$ cat src/rtl/dsp_pkg.sv
// rtl/dsp_pkg.sv - shared constants and FSM state type for the DSP result drain
//
// Purpose: default widths of the DSP result path and the drain FSM state enum,
//          imported by dsp_result_drain and dsp_result_fifo2.
// Ports:   none (package).

package dsp_pkg;

  localparam int DSP_RESULT_W = 144;
  localparam int DRAIN_OUT_W  = 36;
  localparam int DRAIN_WORDS  = 8;

  typedef enum logic {
    ST_IDLE  = 1'b0,
    ST_DRAIN = 1'b1
  } drain_state_e;

endpackage

$ cat src/rtl/dsp_result_fifo2.sv
// rtl/dsp_result_fifo2.sv - two-entry frame buffer for the DSP result drain
//
// Purpose: holds up to two captured {result1, result0} frames in arrival order.
// Ports:
//   clk          rising-edge clock
//   reset        synchronous active-high reset (empties the buffer)
//   push_i       write push_data_i into the tail slot (ignored when full)
//   push_data_i  frame to store
//   pop_i        drop the head frame (ignored when empty)
//   occupancy_o  registered number of stored frames, 0..2
//   head_o       oldest stored frame

module dsp_result_fifo2
  import dsp_pkg::*;
#(
  parameter int FRAME_W = 2 * DSP_RESULT_W
) (
  input  logic               clk,
  input  logic               reset,
  input  logic               push_i,
  input  logic [FRAME_W-1:0] push_data_i,
  input  logic               pop_i,
  output logic [1:0]         occupancy_o,
  output logic [FRAME_W-1:0] head_o
);

  logic [FRAME_W-1:0] mem_q [2];
  logic               wr_ptr_q, wr_ptr_d;
  logic               rd_ptr_q, rd_ptr_d;
  logic [1:0]         occ_q, occ_d;
  logic               push_ok;
  logic               pop_ok;

  // Guard against pushing a full or popping an empty buffer so the
  // occupancy count can never wrap, whatever the caller does.
  assign push_ok = push_i && (occ_q != 2'd2);
  assign pop_ok  = pop_i  && (occ_q != 2'd0);

  always_comb begin
    wr_ptr_d = wr_ptr_q ^ push_ok;
    rd_ptr_d = rd_ptr_q ^ pop_ok;
    occ_d    = occ_q;
    if (push_ok && !pop_ok) begin
      occ_d = occ_q + 2'd1;
    end else if (!push_ok && pop_ok) begin
      occ_d = occ_q - 2'd1;
    end
  end

  always_ff @(posedge clk) begin
    if (reset) begin
      wr_ptr_q <= 1'b0;
      rd_ptr_q <= 1'b0;
      occ_q    <= 2'd0;
    end else begin
      wr_ptr_q <= wr_ptr_d;
      rd_ptr_q <= rd_ptr_d;
      occ_q    <= occ_d;
    end
  end

  // Frame storage carries no reset: stale contents are never visible
  // because occupancy gates every read.
  always_ff @(posedge clk) begin
    if (push_ok) begin
      mem_q[wr_ptr_q] <= push_data_i;
    end
  end

  assign occupancy_o = occ_q;
  assign head_o      = mem_q[rd_ptr_q];

endmodule

$ cat src/rtl/dsp_result_drain.sv
// rtl/dsp_result_drain.sv - serializes captured DSP result frames into OUT_W words
//
// Purpose: captures {result1, result0} frames into a two-entry buffer and
//          drains each frame as 2*DATA_W/OUT_W words with valid/ready flow
//          control, result0 slices first, lowest slice first.
// Ports:
//   clk            rising-edge clock
//   reset          synchronous active-high reset
//   capture        sample result0/result1 as one frame this cycle
//   result0        first-half DSP result
//   result1        second-half DSP result
//   capture_ready  a frame slot is free (registered occupancy < 2)
//   out_data       serialized word (0 when idle)
//   out_valid      out_data is valid
//   out_ready      downstream accepts the word
//   out_last       final word of a frame
//   overrun        sticky: a capture was dropped; cleared only by reset
//   frame_count    number of fully drained frames, wrapping

module dsp_result_drain
  import dsp_pkg::*;
#(
  parameter int DATA_W = DSP_RESULT_W,
  parameter int OUT_W  = DRAIN_OUT_W
) (
  input  logic              clk,
  input  logic              reset,
  input  logic              capture,
  input  logic [DATA_W-1:0] result0,
  input  logic [DATA_W-1:0] result1,
  output logic              capture_ready,
  output logic [OUT_W-1:0]  out_data,
  output logic              out_valid,
  input  logic              out_ready,
  output logic              out_last,
  output logic              overrun,
  output logic [15:0]       frame_count
);

  localparam int N     = (2 * DATA_W) / OUT_W;
  localparam int IDX_W = (N > 1) ? $clog2(N) : 1;
  localparam logic [IDX_W-1:0] LAST_IDX = IDX_W'(N - 1);

  drain_state_e      state_q, state_d;
  logic [IDX_W-1:0]  idx_q, idx_d;
  logic              overrun_q, overrun_d;
  logic [15:0]       frame_count_q, frame_count_d;

  logic [1:0]        occupancy;
  logic [2*DATA_W-1:0] head;
  logic              push;
  logic              pop;
  logic              handshake;
  logic              at_last;
  logic [OUT_W-1:0]  words [N];

  dsp_result_fifo2 #(
    .FRAME_W (2 * DATA_W)
  ) u_fifo (
    .clk         (clk),
    .reset       (reset),
    .push_i      (push),
    .push_data_i ({result1, result0}),
    .pop_i       (pop),
    .occupancy_o (occupancy),
    .head_o      (head)
  );

  for (genvar i = 0; i < N; i++) begin : g_words
    assign words[i] = head[i*OUT_W +: OUT_W];
  end

  // Readiness uses only registered occupancy, so a capture arriving while
  // full is dropped even if the same edge pops the last word.
  assign capture_ready = (occupancy != 2'd2);
  assign push          = capture && capture_ready;

  assign out_valid = (state_q == ST_DRAIN);
  assign at_last   = (idx_q == LAST_IDX);
  assign handshake = out_valid && out_ready;
  assign pop       = handshake && at_last;

  always_comb begin
    state_d       = state_q;
    idx_d         = idx_q;
    frame_count_d = frame_count_q;
    overrun_d     = overrun_q | (capture & ~capture_ready);
    unique case (state_q)
      ST_IDLE: begin
        if (push) begin
          state_d = ST_DRAIN;
        end
      end
      ST_DRAIN: begin
        if (handshake) begin
          if (at_last) begin
            idx_d         = '0;
            frame_count_d = frame_count_q + 16'd1;
            // Keep draining when another frame remains after this pop,
            // either already buffered or arriving on this very edge.
            if ((occupancy == 2'd2) || push) begin
              state_d = ST_DRAIN;
            end else begin
              state_d = ST_IDLE;
            end
          end else begin
            idx_d = idx_q + 1'b1;
          end
        end
      end
      default: begin
        state_d = ST_IDLE;
      end
    endcase
  end

  always_ff @(posedge clk) begin
    if (reset) begin
      state_q       <= ST_IDLE;
      idx_q         <= '0;
      overrun_q     <= 1'b0;
      frame_count_q <= 16'd0;
    end else begin
      state_q       <= state_d;
      idx_q         <= idx_d;
      overrun_q     <= overrun_d;
      frame_count_q <= frame_count_d;
    end
  end

  assign out_data    = out_valid ? words[idx_q] : '0;
  assign out_last    = out_valid && at_last;
  assign overrun     = overrun_q;
  assign frame_count = frame_count_q;

endmodule

$ cat config.mk
export PLATFORM = sky130hd
export DESIGN_NAME = dsp_result_drain
export DESIGN_NICKNAME = d
export VERILOG_FILES = /design/src/rtl/dsp_pkg.sv /design/src/rtl/dsp_result_fifo2.sv /design/src/rtl/dsp_result_drain.sv
export SDC_FILE = /design/constraint.sdc
export NUM_CORES = 1
export LEC_CHECK = 0
export ABC_AREA = 0
export BUFFER_PORTS_ARGS = -buffer_cell sky130_fd_sc_hd__buf_2
export CORE_ASPECT_RATIO = 0.5
export CORE_MARGIN = 5
export CORE_UTILIZATION = 42
export CTS_CLUSTER_SIZE = 28
export DETAILED_ROUTE_END_ITERATION = 10
export HOLD_SLACK_MARGIN = 0.03
export PLACE_DENSITY = 0.58
export SLEW_MARGIN = 20
export SYNTH_ARGS = -nofsm -noshare
export SYNTH_HDL_FRONTEND = slang
export SYNTH_HIERARCHICAL = 1
export SYNTH_SLANG_ARGS = --single-unit
$ cat constraint.sdc
create_clock -name clk -period 14.7 [get_ports clk]
set_input_delay 0 -clock clk [delete_from_list [all_inputs] [get_ports clk]]
set_output_delay 0 -clock clk [all_outputs]
set_load 0.01 [all_outputs]
==> results.tsv, run 1 <==
stage	metric	value	unit
outcome	status	finished clean	
drt	Total Routed Length	54.10	mm
drt	drt wl/cell	20.00	µm
timing	unrepaired setup endpoints after global routing	false	
worst_setup_path	Worst setup endpoint	u_fifo/mem_q[0][281]$_DFFE_PP_	
global_routing	global route overflow	0	
pwr	Switching Fraction	0.2388	
clock_network	# clock sinks	601	
timing	crit share post-route	0.2659	
global_routing	total track usage	0.1630	
worst_setup_path	Crit path largest cell delay	0.77	ns
worst_setup_path	Worst setup SP type	flip-flop	
pwr	Pleak	11.48	nW
cells_and_area	commonest cells after routing, fill and taps aside	576 x edfxtp_1, 347 x buf_2, 293 x dlygate4sd3_1, 200 x mux2_4, 89 x mux2_2	
timing	setup TNS	0	ns
worst_setup_path	crit path cell chain	nor2b_1 -> inv_1 -> nand2_1 -> inv_1 -> a21boi_0 -> ha_4 -> buf_4 -> buf_4	
die	total die area	65010	µm²
worst_setup_path	required time of the critical path	14.90	ns
drt	Iter 0 DRT Violations	647	
pwr	combinational share of power	0.180	
worst_setup_path	CP startpoint	u_fifo/occupancy_o[0]$_SDFFE_PP0P_	
global_routing	first-pass GRT wire length	82.18	mm
die	die height	182.8	µm
clock_network	CTS tree	built	
worst_setup_path	worst-path maximum fanout	57	
drt	number of remaining DRC errors	0	
placed_design	IO buf count	347	
worst_setup_path	Worst R2R Path Depth	8	
timing	final count of hold timing violations	0	
timing	final setup margin	10.79	ns
job	max-cap viol count	0	
timing	Fmax	0.2558	GHz
die	initial core utilization	0.4238	
pwr	Int Power	3.476	mW
clock_network	Post-CTS Setup Inserts	0	
worst_hold_path	number of cells on the worst hold path	2	
pwr	worst vdd ir	0.08187	mV
die	Rows	63	
placed_design	Setup WS pre-CTS	10.77	ns
timing	min cycle time layout	3.909	ns
die	Placeable Area	59200	µm²
global_routing	initial antenna violation count	4	
pwr	sequential fraction of design power	0.531	
timing	Final setup viols	0	
worst_setup_path	FF-to-FF Start	u_fifo/occupancy_o[0]$_SDFFE_PP0P_	
placed_design	routability cong.	0.7608	
worst_setup_path	r2r setup slk	10.79	ns
clock_network	Longest Clk Path Bufs	3	
clock_network	H-tree Lvls	2	
worst_setup_path	Worst Path Arrival	4.11	ns
drt	ANT nets after route	0	
pwr	Pwr Density	142.3	nW/µm²
timing	Slew @ Worst Pin	1.112	ns
timing	Rel. slew slack	0.2584	
cells_and_area	Layout area overhead	27.98	%
logic_synthesis	cell count after synthesis	1196	
timing	Final Skew	0.01342	ns
die	die width	355.6	µm
logic_synthesis	register bit total from synthesis	601	
worst_setup_path	Crit Path Category	flip-flop to flip-flop	
logic_synthesis	Synthesized Nets	1494	
logic_synthesis	Syn Area/Cell	20.97	µm²
pwr	Clk pwr share	0.289	
clock_network	latest clock arrival within the worst-skew pair	0.58	ns
drt	Vias	13020	
die	Ports	348	
global_routing	largest net degree at the start of global routing	136	
timing	Slew Limit Fails	0	
clock_network	CTS buffer count	55	
logic_synthesis	Synth Cell Area	25090	µm²
drt	Initial DRT Pass Iterations	7	
cells_and_area	final net count	2144	
pwr	switching power of the nets	1.091	mW
cells_and_area	layout cells sized above 1	0.4232	
clock_network	hold buffer count at CTS	293	
clock_network	CTS resizes	0	
clock_network	root buffer cell	clkbuf_16	
logic_synthesis	part of the Yosys area used for sequential elements	0.7095	
worst_setup_path	reg2reg end	u_fifo/mem_q[0][281]$_DFFE_PP_	
worst_setup_path	CP endpoint kind	flip-flop	
logic_synthesis	Unique masters post-synth	35	
clock_network	CTS clk-pin slew, worst paths	0.06	ns
logic_synthesis	Yosys warnings	6	
drt	vias per cell	4.815	
worst_hold_path	Hold Crit Class	primary input to flip-flop	
cells_and_area	commonest non-fill, non-tap cell in the layout	edfxtp_1	
placed_design	hpwl dp	33.87	mm
global_routing	number of global-route vias before repair	14560	
worst_setup_path	slowest library cell on the worst path	buf_4	
[synth_stat cells]
cell type,instances,area share
nor2b_1,38,0.0095
mux2i_1,37,0.015
a21boi_0,1,0.00030
edfxtp_1,576,0.69
o31ai_1,1,0.00030
nand2b_1,1,0.00025
a21oi_1,10,0.0020
nor3_1,5,0.0010
a31o_2,2,0.00070
nor2_1,19,0.0028
mux2_4,200,0.12
buf_2,13,0.0026
mux4_2,72,0.065
buf_6,25,0.011
xor2_1,7,0.0024
xnor2_1,6,0.0021
and2_1,1,0.00025
buf_1,10,0.0015
and3_2,1,0.00030
mux2_2,89,0.040
nand2_1,8,0.0012
nor4_1,3,0.00075
ha_1,6,0.0030
or3_2,1,0.00030
or4_1,1,0.00030
o21ai_0,4,0.00080
and4_1,2,0.00070
nand4_1,7,0.0017
dfxtp_1,25,0.020
or3_1,1,0.00025
nand3_1,4,0.00080
clkbuf_1,5,0.00075
inv_1,7,0.0010
nand4_2,1,0.00050
buf_4,7,0.0021
[logic make-up (layout without fill, tap and decap cells)]
family,count (synthesis),after routing,share of synthesized area
mux,398,398,0.2391
flops,601,601,0.7095
other cells,0,5,0
simple gates,93,93,0.02065
xor+xnor,13,13,0.004539
fa+ha+maj,6,6,0.002993
buf+inv,67,759,0.01920
compound gates,18,18,0.004090
[worst min path at each step]
stage	to	slack, ns	start
detailed placement	u_fifo/mem_q[1][13]$_DFFE_PP_	0.19	result0[13]
global route	u_fifo/mem_q[0][81]$_DFFE_PP_	0.11	result0[81]
floorplan	u_fifo/wr_ptr_q$_SDFF_PP0_	0.07	reset
global placement	u_fifo/mem_q[1][105]$_DFFE_PP_	0.19	result0[105]
CTS	u_fifo/mem_q[0][13]$_DFFE_PP_	0.09	result0[13]
finish	u_fifo/mem_q[1][243]$_DFFE_PP_	0.14	result1[99]
[stage by stage]
| step | total power, mW | hold WS (ns) | std cells | instance area, µm² | util |
|---|---|---|---|---|---|
| 3_5_place_dp | 3.238 | 0.1907 | 2308 | 27530 | 0.4651 |
| 3_3_place_gp | 3.185 | 0.1867 | 2308 | 27530 | 0.4651 |
| 6_report | 4.567 | 0.1438 | 2705 | 32100 | 0.5423 |
| 2_1_floorplan | 3.102 | 0.06669 | 1196 | 25090 | - |
| 4_1_cts | 4.637 | 0.09414 | 2700 | 32080 | 0.5420 |
| 5_1_grt | 4.785 | 0.1135 | 2704 | 32100 | 0.5423 |
[worst max-delay path: cells and delay by family (launching register included)]
kind                     cells  cell delay [ns]
AO/OA/AOI/OAI                1             0.59
adder cells (fa/ha/maj)      1             0.62
buffers and inverters        4             1.61
AND/OR/NAND/NOR              2             0.17
flip-flops                   1             0.41
[power by group through the flow]
stage	registers, mW	logic (mW)	clock network [mW]
after floorplan	2.56	0.546	0
after global placement	2.44	0.744	0
after detailed placement	2.46	0.774	0
after CTS	2.43	0.844	1.36
after global routing	2.45	0.891	1.44
final	2.42	0.824	1.32
[state kept, by name, indices dropped and copies added (netlist names)]
register / cells
u_fifo/occupancy_o: 2
out_valid: 1
u_fifo/wr_ptr_q: 1
overrun: 1
frame_count: 16
u_fifo/rd_ptr_q: 1
idx_q: 3
u_fifo/mem_q: 576
[final cells by class]
| cell class | count | area (µm²) |
|---|---|---|
| fill | 4720 | 27090 |
| sequential | 601 | 17810 |
| multi-input combinational | 528 | 6832 |
| timing repair buffer | 653 | 4787 |
| clock buffer | 73 | 1444 |
| tap | 812 | 1016 |
| clock inverter | 26 | 172.7 |
| inverter | 7 | 26.28 |
| antenna | 5 | 12.51 |
[metal layers]
layer	vias to the layer above	share of wire	wire [µm]	global-route usage
met5	-	0	0	0
met2	191	0.56	30550	0.3177
met3	85	0.031	1677	0.02743
met1	6646	0.38	20810	0.1875
li1	6102	-	-	-
met4	0	0.020	1055	0.03926
(Power assumes the default switching activity.)
==> run 2: changes to the inputs <==
==> constraint.sdc (replaced) <==
create_clock -name clk -period 3.6 [get_ports clk]
set_input_delay 0 -clock clk [delete_from_list [all_inputs] [get_ports clk]]
set_output_delay 0 -clock clk [all_outputs]
set_load 0.01 [all_outputs]
==> results.tsv, run 2 (synthesized netlist as in run 1, its figures left out) <==
stage	metric	value	unit
outcome	status	finished clean	
worst_setup_path	reg2reg end	u_fifo/mem_q[1][17]$_DFFE_PP_	
global_routing	global route overflow	0	
pwr	Pwr Total	18.97	mW
worst_setup_path	CP delay by family, top	multiplexers	
global_routing	met3 global-route usage	0.02574	
clock_network	Longest Clk Path Bufs	3	
worst_setup_path	slowest library cell on the worst path	mux4_2	
die	Rows	63	
worst_setup_path	CP endpoint kind	primary output	
worst_setup_path	Worst setup endpoint	out_data[5]	
cells_and_area	Layout area overhead	29.27	%
worst_setup_path	WP buf/inv	2	
pwr	combinational share of power	0.188	
worst_setup_path	Worst Path Arrival	2.87	ns
timing	Slew @ Worst Pin	0.9708	ns
die	die width	355.6	µm
placed_design	hpwl dp	35.35	mm
clock_network	root buffer cell	clkbuf_16	
pwr	sequential fraction of design power	0.519	
pwr	Pwr Density	585.1	nW/µm²
global_routing	total track usage	0.1680	
drt	drt wl/cell	20.42	µm
global_routing	first-pass GRT wire length	84.39	mm
cells_and_area	commonest cells after routing, fill and taps aside	576 x edfxtp_1, 347 x buf_2, 293 x dlygate4sd3_1, 200 x mux2_4, 89 x mux2_2	
drt	ANT nets after route	0	
die	initial core utilization	0.4238	
worst_setup_path	cell depth of the worst setup path	6	
clock_network	CTS buffer count	54	
timing	Final Skew	0.02615	ns
die	die height	182.8	µm
worst_setup_path	Crit path largest cell delay	0.50	ns
worst_setup_path	Worst R2R Path Depth	7	
cells_and_area	commonest non-fill, non-tap cell in the layout	edfxtp_1	
worst_setup_path	required time of the critical path	3.60	ns
worst_setup_path	r2r setup slk	1.15	ns
global_routing	initial antenna violation count	6	
global_routing	met1 Use GR	0.1942	
placed_design	IO buf count	347	
global_routing	Most Crowded Layer GR	met2	
clock_network	CTS tree	built	
die	total die area	65010	µm²
timing	unrepaired setup endpoints after global routing	false	
worst_setup_path	FF-to-FF Start	u_fifo/occupancy_o[0]$_SDFFE_PP0P_	
worst_setup_path	Worst setup SP type	flip-flop	
timing	Fmax	0.3486	GHz
pwr	Pleak	11.63	nW
global_routing	number of global-route vias before repair	14770	
clock_network	latest clock arrival within the worst-skew pair	0.59	ns
die	Placeable Area	59200	µm²
drt	Vias	13160	
worst_setup_path	CP startpoint	u_fifo/rd_ptr_q$_SDFF_PP0_	
timing	final count of hold timing violations	0	
global_routing	largest net degree at the start of global routing	75	
pwr	worst vdd ir	0.3526	mV
drt	Initial DRT Pass Iterations	4	
drt	Iter 0 DRT Violations	743	
pwr	switching power of the nets	4.552	mW
clock_network	H-tree Lvls	2	
cells_and_area	max reg flops	576	
global_routing	grt met2 use	0.3278	
timing	Final setup viols	0	
placed_design	routability cong.	0.7735	
clock_network	CTS clk-pin slew, worst paths	0.07	ns
cells_and_area	layout cells sized above 1	0.4339	
timing	min cycle time layout	2.869	ns
timing	final setup margin	0.7314	ns
job	max-cap viol count	0	
worst_hold_path	Hold Crit Class	primary input to flip-flop	
drt	Total Routed Length	55.47	mm
timing	Rel. slew slack	0.3528	
pwr	Switching Fraction	0.2399	
pwr	Int Power	14.42	mW
cells_and_area	final net count	2155	
timing	crit share post-route	0.7968	
worst_setup_path	worst-path maximum fanout	68	
cells_and_area	Top reg by flops	u_fifo/mem_q	
pwr	Clk pwr share	0.293	
worst_setup_path	crit path cell chain	buf_12 -> mux2_4 -> mux4_2 -> mux2i_1 -> nor2b_1 -> buf_2	
drt	vias per cell	4.844	
placed_design	Setup WS pre-CTS	1.179	ns
clock_network	# clock sinks	601	
drt	number of remaining DRC errors	0	
clock_network	CTS resizes	0	
worst_setup_path	Crit Path Category	flip-flop to primary output	
timing	Slew Limit Fails	0	
timing	setup TNS	0	ns
clock_network	Post-CTS Setup Inserts	0	
die	Ports	348	
==> run 2: area by class of cell <==
type,count,area [µm²]
Antenna cell,6,15.01
Clock buffer,69,1501
Clock inverter,29,201.4
Fill cell,4653,26770
Inverter,7,26.28
Multi-Input combinational cell,528,6835
Sequential cell,601,17810
Tap cell,812,1016
Timing Repair Buffer,665,5020
==> run 2: power by group through the flow <==
| stage | Clock [mW] | Combinational [mW] | Sequential (mW) |
|---|---|---|---|
| 5_1_grt | 6.04 | 3.86 | 9.96 |
| 2_1_floorplan | 0 | 2.25 | 10.0 |
| 3_3_place_gp | 0 | 3.24 | 9.91 |
| 3_5_place_dp | 0 | 3.35 | 10.0 |
| 4_1_cts | 5.72 | 3.64 | 9.85 |
| 6_report | 5.57 | 3.56 | 9.84 |
==> run 2: worst min-delay path by stage <==
stage / slack, ns / startpoint / endpoint / depth (start not counted)
2_1_floorplan: 0.07 / reset / u_fifo/wr_ptr_q$_SDFF_PP0_ / 1
3_3_place_gp: 0.19 / result0[108] / u_fifo/mem_q[0][108]$_DFFE_PP_ / 1
3_5_place_dp: 0.19 / result1[77] / u_fifo/mem_q[1][221]$_DFFE_PP_ / 1
4_1_cts: 0.1 / result1[77] / u_fifo/mem_q[1][221]$_DFFE_PP_ / 2
5_1_grt: 0.1 / result0[72] / u_fifo/mem_q[0][72]$_DFFE_PP_ / 2
6_report: 0.13 / result1[137] / u_fifo/mem_q[1][281]$_DFFE_PP_ / 2
==> run 2: through the flow <==
stage | hold slack (ns) | util | area (µm²) | cells
after global routing | 0.09755 | 0.5478 | 32430 | 2717
after global placement | 0.1876 | 0.4692 | 27780 | 2320
after floorplan | 0.06669 | - | 25110 | 1196
final | 0.1333 | 0.5478 | 32430 | 2717
after CTS | 0.09686 | 0.5475 | 32410 | 2711
after detailed placement | 0.1911 | 0.4692 | 27780 | 2320
==> run 2: repair_timing <==
action,CTS,global route
endpoints found under the hold margin,601,0
hold buffers,293,0
endpoints found under the setup margin,0,0
==> run 2: layer usage <==
layer | up-vias | wire (µm)
li1 | 6122 | -
met3 | 76 | 1738
met4 | 0 | 1109
met5 | - | 0
met2 | 191 | 31280
met1 | 6772 | 21340
